[src/rtl/udp_tx.sv]
// UDP transmit framer: prepends an 8-byte UDP header to a payload read from a byte RAM.
// Latency: first header byte one cycle after ip_tx_ack; payload byte k at ack+9+k.
// Backpressure: none once granted; the frame streams without gaps until udp_tx_end.
module udp_tx #(
  parameter logic [15:0] LOCAL_PORT_NUM = 16'hF000,
  parameter logic [15:0] DEST_PORT_NUM  = 16'hF000,
  parameter int          MAX_PAYLOAD    = 1472
) (
  input  logic        clk,
  input  logic        rst,
  input  logic        udp_send_req,
  input  logic [15:0] udp_send_data_length,
  output logic        udp_send_busy,
  output logic        udp_len_error,
  output logic        udp_tx_req,
  input  logic        ip_tx_ack,
  output logic [7:0]  udp_tx_data,
  output logic        udp_tx_valid,
  output logic [15:0] udp_tx_length,
  output logic        udp_ram_rd_en,
  output logic [10:0] udp_ram_raddr,
  input  logic [7:0]  udp_ram_rdata,
  output logic        udp_tx_end
);

  typedef enum logic [2:0] {IDLE, WAIT_ACK, SEND_HEAD, SEND_DATA, END} state_t;

  localparam logic [15:0] MAX_LEN = 16'(MAX_PAYLOAD);

  state_t      state, state_nxt;
  // cnt counts cycles since the grant: cnt == j-1 during cycle ack+j.
  logic [15:0] cnt, cnt_nxt;
  logic [15:0] n_len, n_len_nxt;
  logic [15:0] length_nxt;
  logic [7:0]  data_nxt;
  logic [10:0] raddr_nxt;
  logic        busy_nxt, err_nxt, req_nxt, valid_nxt, rd_en_nxt, end_nxt;
  logic        len_ok;

  function automatic logic [7:0] hdr_byte(input logic [2:0] idx, input logic [15:0] ulen);
    case (idx)
      3'd0:    hdr_byte = LOCAL_PORT_NUM[15:8];
      3'd1:    hdr_byte = LOCAL_PORT_NUM[7:0];
      3'd2:    hdr_byte = DEST_PORT_NUM[15:8];
      3'd3:    hdr_byte = DEST_PORT_NUM[7:0];
      3'd4:    hdr_byte = ulen[15:8];
      3'd5:    hdr_byte = ulen[7:0];
      default: hdr_byte = 8'h00;  // checksum left as zero (optional in IPv4)
    endcase
  endfunction

  assign len_ok = (udp_send_data_length != 16'd0) && (udp_send_data_length <= MAX_LEN);

  // State register: reset abandons any frame in flight.
  always_ff @(posedge clk or posedge rst) begin
    if (rst) state <= IDLE;
    else     state <= state_nxt;
  end

  // Next-state and next-cycle output values; all outputs are registered below.
  always_comb begin
    state_nxt  = state;
    cnt_nxt    = cnt + 16'd1;
    n_len_nxt  = n_len;
    length_nxt = udp_tx_length;
    data_nxt   = 8'h00;
    valid_nxt  = 1'b0;
    end_nxt    = 1'b0;
    err_nxt    = 1'b0;
    rd_en_nxt  = 1'b0;
    raddr_nxt  = 11'd0;
    case (state)
      IDLE: begin
        cnt_nxt = 16'd0;
        if (udp_send_req) begin
          if (len_ok) begin
            n_len_nxt  = udp_send_data_length;
            length_nxt = udp_send_data_length + 16'd8;
            state_nxt  = WAIT_ACK;
          end else begin
            err_nxt = 1'b1;
          end
        end
      end
      WAIT_ACK: begin
        cnt_nxt = 16'd0;
        if (ip_tx_ack) begin
          state_nxt = SEND_HEAD;
          valid_nxt = 1'b1;
          data_nxt  = hdr_byte(3'd0, udp_tx_length);
        end
      end
      SEND_HEAD: begin
        valid_nxt = 1'b1;
        if (cnt < 16'd7) begin
          data_nxt = hdr_byte(cnt[2:0] + 3'd1, udp_tx_length);
        end else begin
          data_nxt  = udp_ram_rdata;
          state_nxt = SEND_DATA;
        end
      end
      SEND_DATA: begin
        if (cnt < n_len + 16'd7) begin
          valid_nxt = 1'b1;
          data_nxt  = udp_ram_rdata;
        end else begin
          end_nxt   = 1'b1;
          state_nxt = END;
        end
      end
      END: begin
        cnt_nxt   = 16'd0;
        state_nxt = IDLE;
      end
      default: begin
        cnt_nxt   = 16'd0;
        state_nxt = IDLE;
      end
    endcase
    // RAM reads lead the output by two cycles (one RAM latency, one output register).
    if ((state == SEND_HEAD || state == SEND_DATA) &&
        (cnt >= 16'd5) && (cnt <= n_len + 16'd4)) begin
      rd_en_nxt = 1'b1;
      raddr_nxt = 11'(cnt - 16'd5);
    end
    busy_nxt = (state_nxt != IDLE);
    req_nxt  = (state_nxt == WAIT_ACK);
  end

  // Counters, latched length and registered outputs.
  always_ff @(posedge clk or posedge rst) begin
    if (rst) begin
      cnt           <= 16'd0;
      n_len         <= 16'd0;
      udp_tx_length <= 16'd0;
      udp_tx_data   <= 8'h00;
      udp_tx_valid  <= 1'b0;
      udp_tx_end    <= 1'b0;
      udp_len_error <= 1'b0;
      udp_ram_rd_en <= 1'b0;
      udp_ram_raddr <= 11'd0;
      udp_send_busy <= 1'b0;
      udp_tx_req    <= 1'b0;
    end else begin
      cnt           <= cnt_nxt;
      n_len         <= n_len_nxt;
      udp_tx_length <= length_nxt;
      udp_tx_data   <= data_nxt;
      udp_tx_valid  <= valid_nxt;
      udp_tx_end    <= end_nxt;
      udp_len_error <= err_nxt;
      udp_ram_rd_en <= rd_en_nxt;
      udp_ram_raddr <= raddr_nxt;
      udp_send_busy <= busy_nxt;
      udp_tx_req    <= req_nxt;
    end
  end

endmodule

[config.mk]
export PLATFORM = sky130hd
export DESIGN_NAME = udp_tx
export DESIGN_NICKNAME = d
export VERILOG_FILES = /design/src/rtl/udp_tx.sv
export SDC_FILE = /design/constraint.sdc
export NUM_CORES = 1
export LEC_CHECK = 0
export ABC_AREA = 0
export CORE_MARGIN = 4
export CORE_UTILIZATION = 56
export CTS_BUF_LIST = sky130_fd_sc_hd__clkbuf_4 sky130_fd_sc_hd__clkbuf_8
export DETAILED_ROUTE_END_ITERATION = 10
export GPL_ROUTABILITY_DRIVEN = 0
export PLACE_DENSITY_LB_ADDON = 0.05
export SLEW_MARGIN = 20
export SYNTH_ARGS = -nofsm -noshare
export SYNTH_HDL_FRONTEND = slang
export SYNTH_SLANG_ARGS = --single-unit
[constraint.sdc]
create_clock -name clk -period 4.1 [get_ports clk]
set_clock_uncertainty 0.1 [all_clocks]
set_input_delay 0.82 -clock clk [delete_from_list [all_inputs] [get_ports clk]]
set_output_delay 0.82 -clock clk [all_outputs]
set_load 0.02 [all_outputs]
Word-level counts from Yosys, hierarchy flattened:

Index checks and enable logic that the tools add are counted.

* register bits: 76
* output and inout port bits: 41
* input bits: 28
* logic and storage cells: 63

* mux-type cells: 22
* magnitude comparators: 5
* $add $sub $neg: 6
* reductions and logical operators: 11
* eq/ne operators: 7

Operators with widths (number)
* $pmux 8 s3: 2
* $add 16x3->16 const B: 2
* $mux 8: 3
* $add 16x1->16 const B: 1
* $add 16x4->16 const B: 1
* $ge 16x3->1 const B: 1
* $le 16x11->1 const B: 1
* $le 16x16->1: 1
* $lt 16x16->1: 1
* $lt 16x3->1 const B: 1
* $mux 16: 1
* $reduce_bool 16->1: 1
* $mux 3: 5
* $pmux 3 s4: 1
* $mux 11: 1
* $sub 11x3->11 const B: 1
* $eq 3x2->1 const B: 3
* $mux 1: 8
* $eq 3x1->1 const B: 2
* $eq 3x3->1 const B: 2
* $logic_not 3->1: 2
* $reduce_or 2->1: 2
* $add 3x1->3 const B: 1
* $logic_and 1x1->1: 3
* other kinds (4): 4

Longest topological paths before layout:

* word-level depth: 6
* gate-level depth with buffers: 14
* mapped depth without buffers: 13

Worst setup path before layout:

Ideal clock, no wire load.

* kind: register to register
* start: reg, netlist name udp_tx_length[2]
* end: reg udp_tx_data[0]
* setup slack: 0.748 ns
* path buffers: 2
* setup time: 0.067 ns
* arrival: 3.185 ns
* data required time: 3.933 ns
* period minus slack after synthesis: 3.352 ns
* cell stages (with the launch flop): 15
* path through: dfrtp_1 > clkbuf_1 > inv_1 > ha_1 > a21oi_1 > nor3b_1 > nand2_1 > xor2_1 > ha_1 > a21o_1 > a21o_1 > a2111oi_0 > a41o_1 > buf_2 > a22o_1

RTL lines
* end signal, assigned: line 148 `udp_tx_data <= data_nxt;`
* end, declared: line 17 `output logic [7:0] udp_tx_data,`

==> flow_summary_export.csv <==
group,metric,value,unit
finish,diodes,0,
die,die_h,97.4,um
sta,fin_crit_sh,89.5,%
logic_synthesis,avgSynthCellArea,9.53,um2
placement,io_buffers,68,
critical_path,start_kind,"flop",
sta,maxSlewViolCount,0,
die,core_area,7770,um2
finish,final_cells,635,
clock_tree,cts_root_buf,"clkbuf_8",
critical_path,critical_path_class,"reg -> reg",
clock_tree,cts_resized,0,
clock_tree,worstSkewPairLatency,0.35,ns
die,start_util,57.7,%
pwr,leakagePower,2.44,nW
die,ios,69,
logic_synthesis,synth_edf_count,0,
logic_synthesis,synth_top_area_share,40.8,%
logic_synthesis,synth_area,4480,um2
finish,multi_input_area,2480,um2
finish,fillCellCount,616,
logic_synthesis,synth_ff_type,"dfrtp_1",
finish,syn_to_final_growth,20.2,%
pwr,p_per_area,245,nW/um2
logic_synthesis,synth_top_area_cell,"dfrtp_1",
critical_path,end_kind,"flop",
sta,rsz0062_at_grt,"no",
sta,worst_pin_slew,0.913,ns
hold_path,hold_class,"reg -> reg",
sta,tns,0,ns
die,dieArea,9490,um2
die,die_w,97.4,um
global_routing,grt_pass1_wl,17.8,mm
logic_synthesis,ys_warn_count,0,
drt,vias_per_cell,5.66,
logic_synthesis,synthCells,470,
sta,relSlewSlack,39.1,%
clock_tree,cts_hold_buf,0,
drt,dr.first_iter.drc_count,200,
sta,fmax,273,MHz
die,num_rows,32,
drt,vias,3596,
logic_synthesis,ys_types,49,
global_routing,grt_pass1_vias,3526,
job,cap_violations,0,
sta,setup_violations,0,
drt,drc,0,
global_routing,track_usage,23.2,%
finish,seq_area,1830,um2
drt,ant_nets,0,
sta,finalHoldViolations,0,
placement,post-dp-hpwl,8.08,mm
clock_tree,path_clk_slew,0.08,ns
logic_synthesis,ys_seq_area_share,40.8,%
drt,wire_per_inst,16.7,um
placement,placedCellCount,619,
global_routing,grt_start_max_net_pins,42,
critical_path,crit_arrival,3.80,ns
global_routing,grt-ovfl-total,0,
logic_synthesis,syn-num-nets,540,
finish,drive_gt1_share,4.69,%
clock_tree,cts_tree,"built",
sta,whs,0.438,ns
drt,drt_pass1_iterations,6,
clock_tree,post-cts-setup-buffer-count,0,
sta,period_needed,3.67,ns
logic_synthesis,synthTopCellsByArea,"dfrtp_1 (41%), ha_1 (12%), xnor2_1 (4.9%)",
logic_synthesis,async_flop_share,100,%
critical_path,crit_fanout,10,
finish,nNetsFinal,598,
clock_tree,htreeDepth,3,
pwr,ir_worst_vdd,0.197,mV
global_routing,antenna_found_initial,0,
critical_path,required,4.24,ns
clock_tree,numCtsBuffers,9,
clock_tree,cts_buffer_depth,2,
clock_tree,clock_sinks,73,
status,status,"complete, no violations",
drt,wl,10.6,mm
logic_synthesis,ys_ff_latch,73,
## per-layer routing
layer / global-route usage [%] / part of all wire (%)
met2: 36.5 / 48
met3: 4.31 / 3.9
met4: 9.27 / 2.8
met5: 0 / 0
met1: 31.6 / 46
## per-stage QoR
stage | instance area [um2] | power (W) | utilization (%) | setup WS, ns
final | 5380 | 0.00132 | 69.3 | 0.432
after global routing | 5380 | 0.00138 | 69.3 | 0.0951
after CTS | 5380 | 0.00133 | 69.3 | 0.422
after detailed placement | 5210 | 0.000829 | 67.1 | 0.471
after global placement | 5210 | 0.000828 | 67.1 | 0.584
after floorplan | 4480 | 0.000776 | - | 0.748
## power breakdown
| group | internal [W] | total [W] | switching (W) |
|---|---|---|---|
| clock | 0.000227 | 0.000508 | 0.000281 |
| sequential | 0.000725 | 0.000727 | 0.00000188 |
| combinational | 0.0000432 | 0.0000865 | 0.0000432 |
| total | 0.000996 | 0.00132 | 0.000326 |
## synth_stat cells (3+ instances only)
cell,number
dfrtp_1,73
nor2_1,50
ha_1,42
nand2_1,38
xnor2_1,25
xor2_1,25
nand3_1,24
a21oi_1,23
o21ai_0,19
clkbuf_1,17
inv_1,15
nor2b_1,14
nor3_1,10
a21o_1,9
nand4_1,9
a22o_1,8
mux2_1,8
and3_1,5
or4_1,5
a221oi_1,4
buf_4,4
or3_1,4
and4_1,3
buf_2,3
nor4_1,3
## logic make-up (layout without fill, tap and decap cells)
group           after synthesis  count (layout)  share of synthesized area [%]
compound gates               79              79                           12.0
fa+ha+maj                    42              42                           11.7
mux                          10              10                           2.46
simple gates                175             175                           19.4
flops                        73              73                           40.8
buf+inv                      41             104                           3.85
xor+xnor                     50              50                           9.78
## final cells by class
cell class | count | share of cell area, %
inverters | 15 | 1.05
clock buffers | 10 | 2.44
repair buffers | 73 | 13.3
flip-flops and latches | 73 | 33.9
clock inverters | 6 | 0.813
well taps | 102 | 2.37
multi-input cells | 356 | 46.1
## critical path, stage by stage (launching register included)
cell       delay, ns
dfrtp_1         0.56
ha_1            0.29
a21oi_1         0.10
nor3b_1         0.44
nand2_1         0.13
xnor2_1         0.16
ha_1            0.31
nand4_1         0.16
nor3_1          0.34
o2111ai_1       0.29
a41o_1          0.40
a22o_1          0.27
## worst paths after layout
check	start	end	slack, ns	cells past startpoint
min reg2reg	udp_tx_length[12]$_DFFE_PP0P_	udp_tx_length[12]$_DFFE_PP0P_	0.44	1
max reg2reg	udp_tx_length[2]$_DFFE_PP0P_	udp_tx_data[1]$_DFF_PP0_	0.43	11
max in group asynchronous	rst	cnt[11]$_DFF_PP0_	2.51	3
min in group asynchronous	rst	udp_tx_length[2]$_DFFE_PP0P_	0.62	2
min	udp_tx_length[12]$_DFFE_PP0P_	udp_tx_length[12]$_DFFE_PP0P_	0.44	1
max	udp_tx_length[2]$_DFFE_PP0P_	udp_tx_data[1]$_DFF_PP0_	0.43	11
## layout by cell type, fill, tap and decap left out, types with 2 or more instances in the layout
| cell type | n |
|---|---|
| a21o_1 | 9 |
| a21oi_1 | 23 |
| a221oi_1 | 4 |
| a22o_1 | 8 |
| a311oi_1 | 2 |
| and3_1 | 5 |
| and4_1 | 3 |
| buf_4 | 5 |
| clkbuf_8 | 9 |
| clkdlybuf4s50_1 | 68 |
| clkinvlp_4 | 4 |
| dfrtp_1 | 73 |
| ha_1 | 42 |
| inv_1 | 14 |
| mux2_1 | 8 |
| mux2i_1 | 2 |
| nand2_1 | 38 |
| nand3_1 | 24 |
| nand4_1 | 9 |
| nor2_1 | 50 |
| nor2b_1 | 14 |
| nor3_1 | 10 |
| nor3b_1 | 2 |
| nor4_1 | 3 |
| nor4b_1 | 2 |
| o21ai_0 | 19 |
| o31a_1 | 2 |
| or3_1 | 4 |
| or4_1 | 5 |
| xnor2_1 | 25 |
| xor2_1 | 25 |
## state kept, by name (all words and copies together) (netlist names), 3 cells and up
name,count
cnt,16
udp_tx_length,16
udp_tx_data,8
state,3
n_len,13
udp_ram_raddr,11
Note: power is estimated with default switching activity, not from simulation.
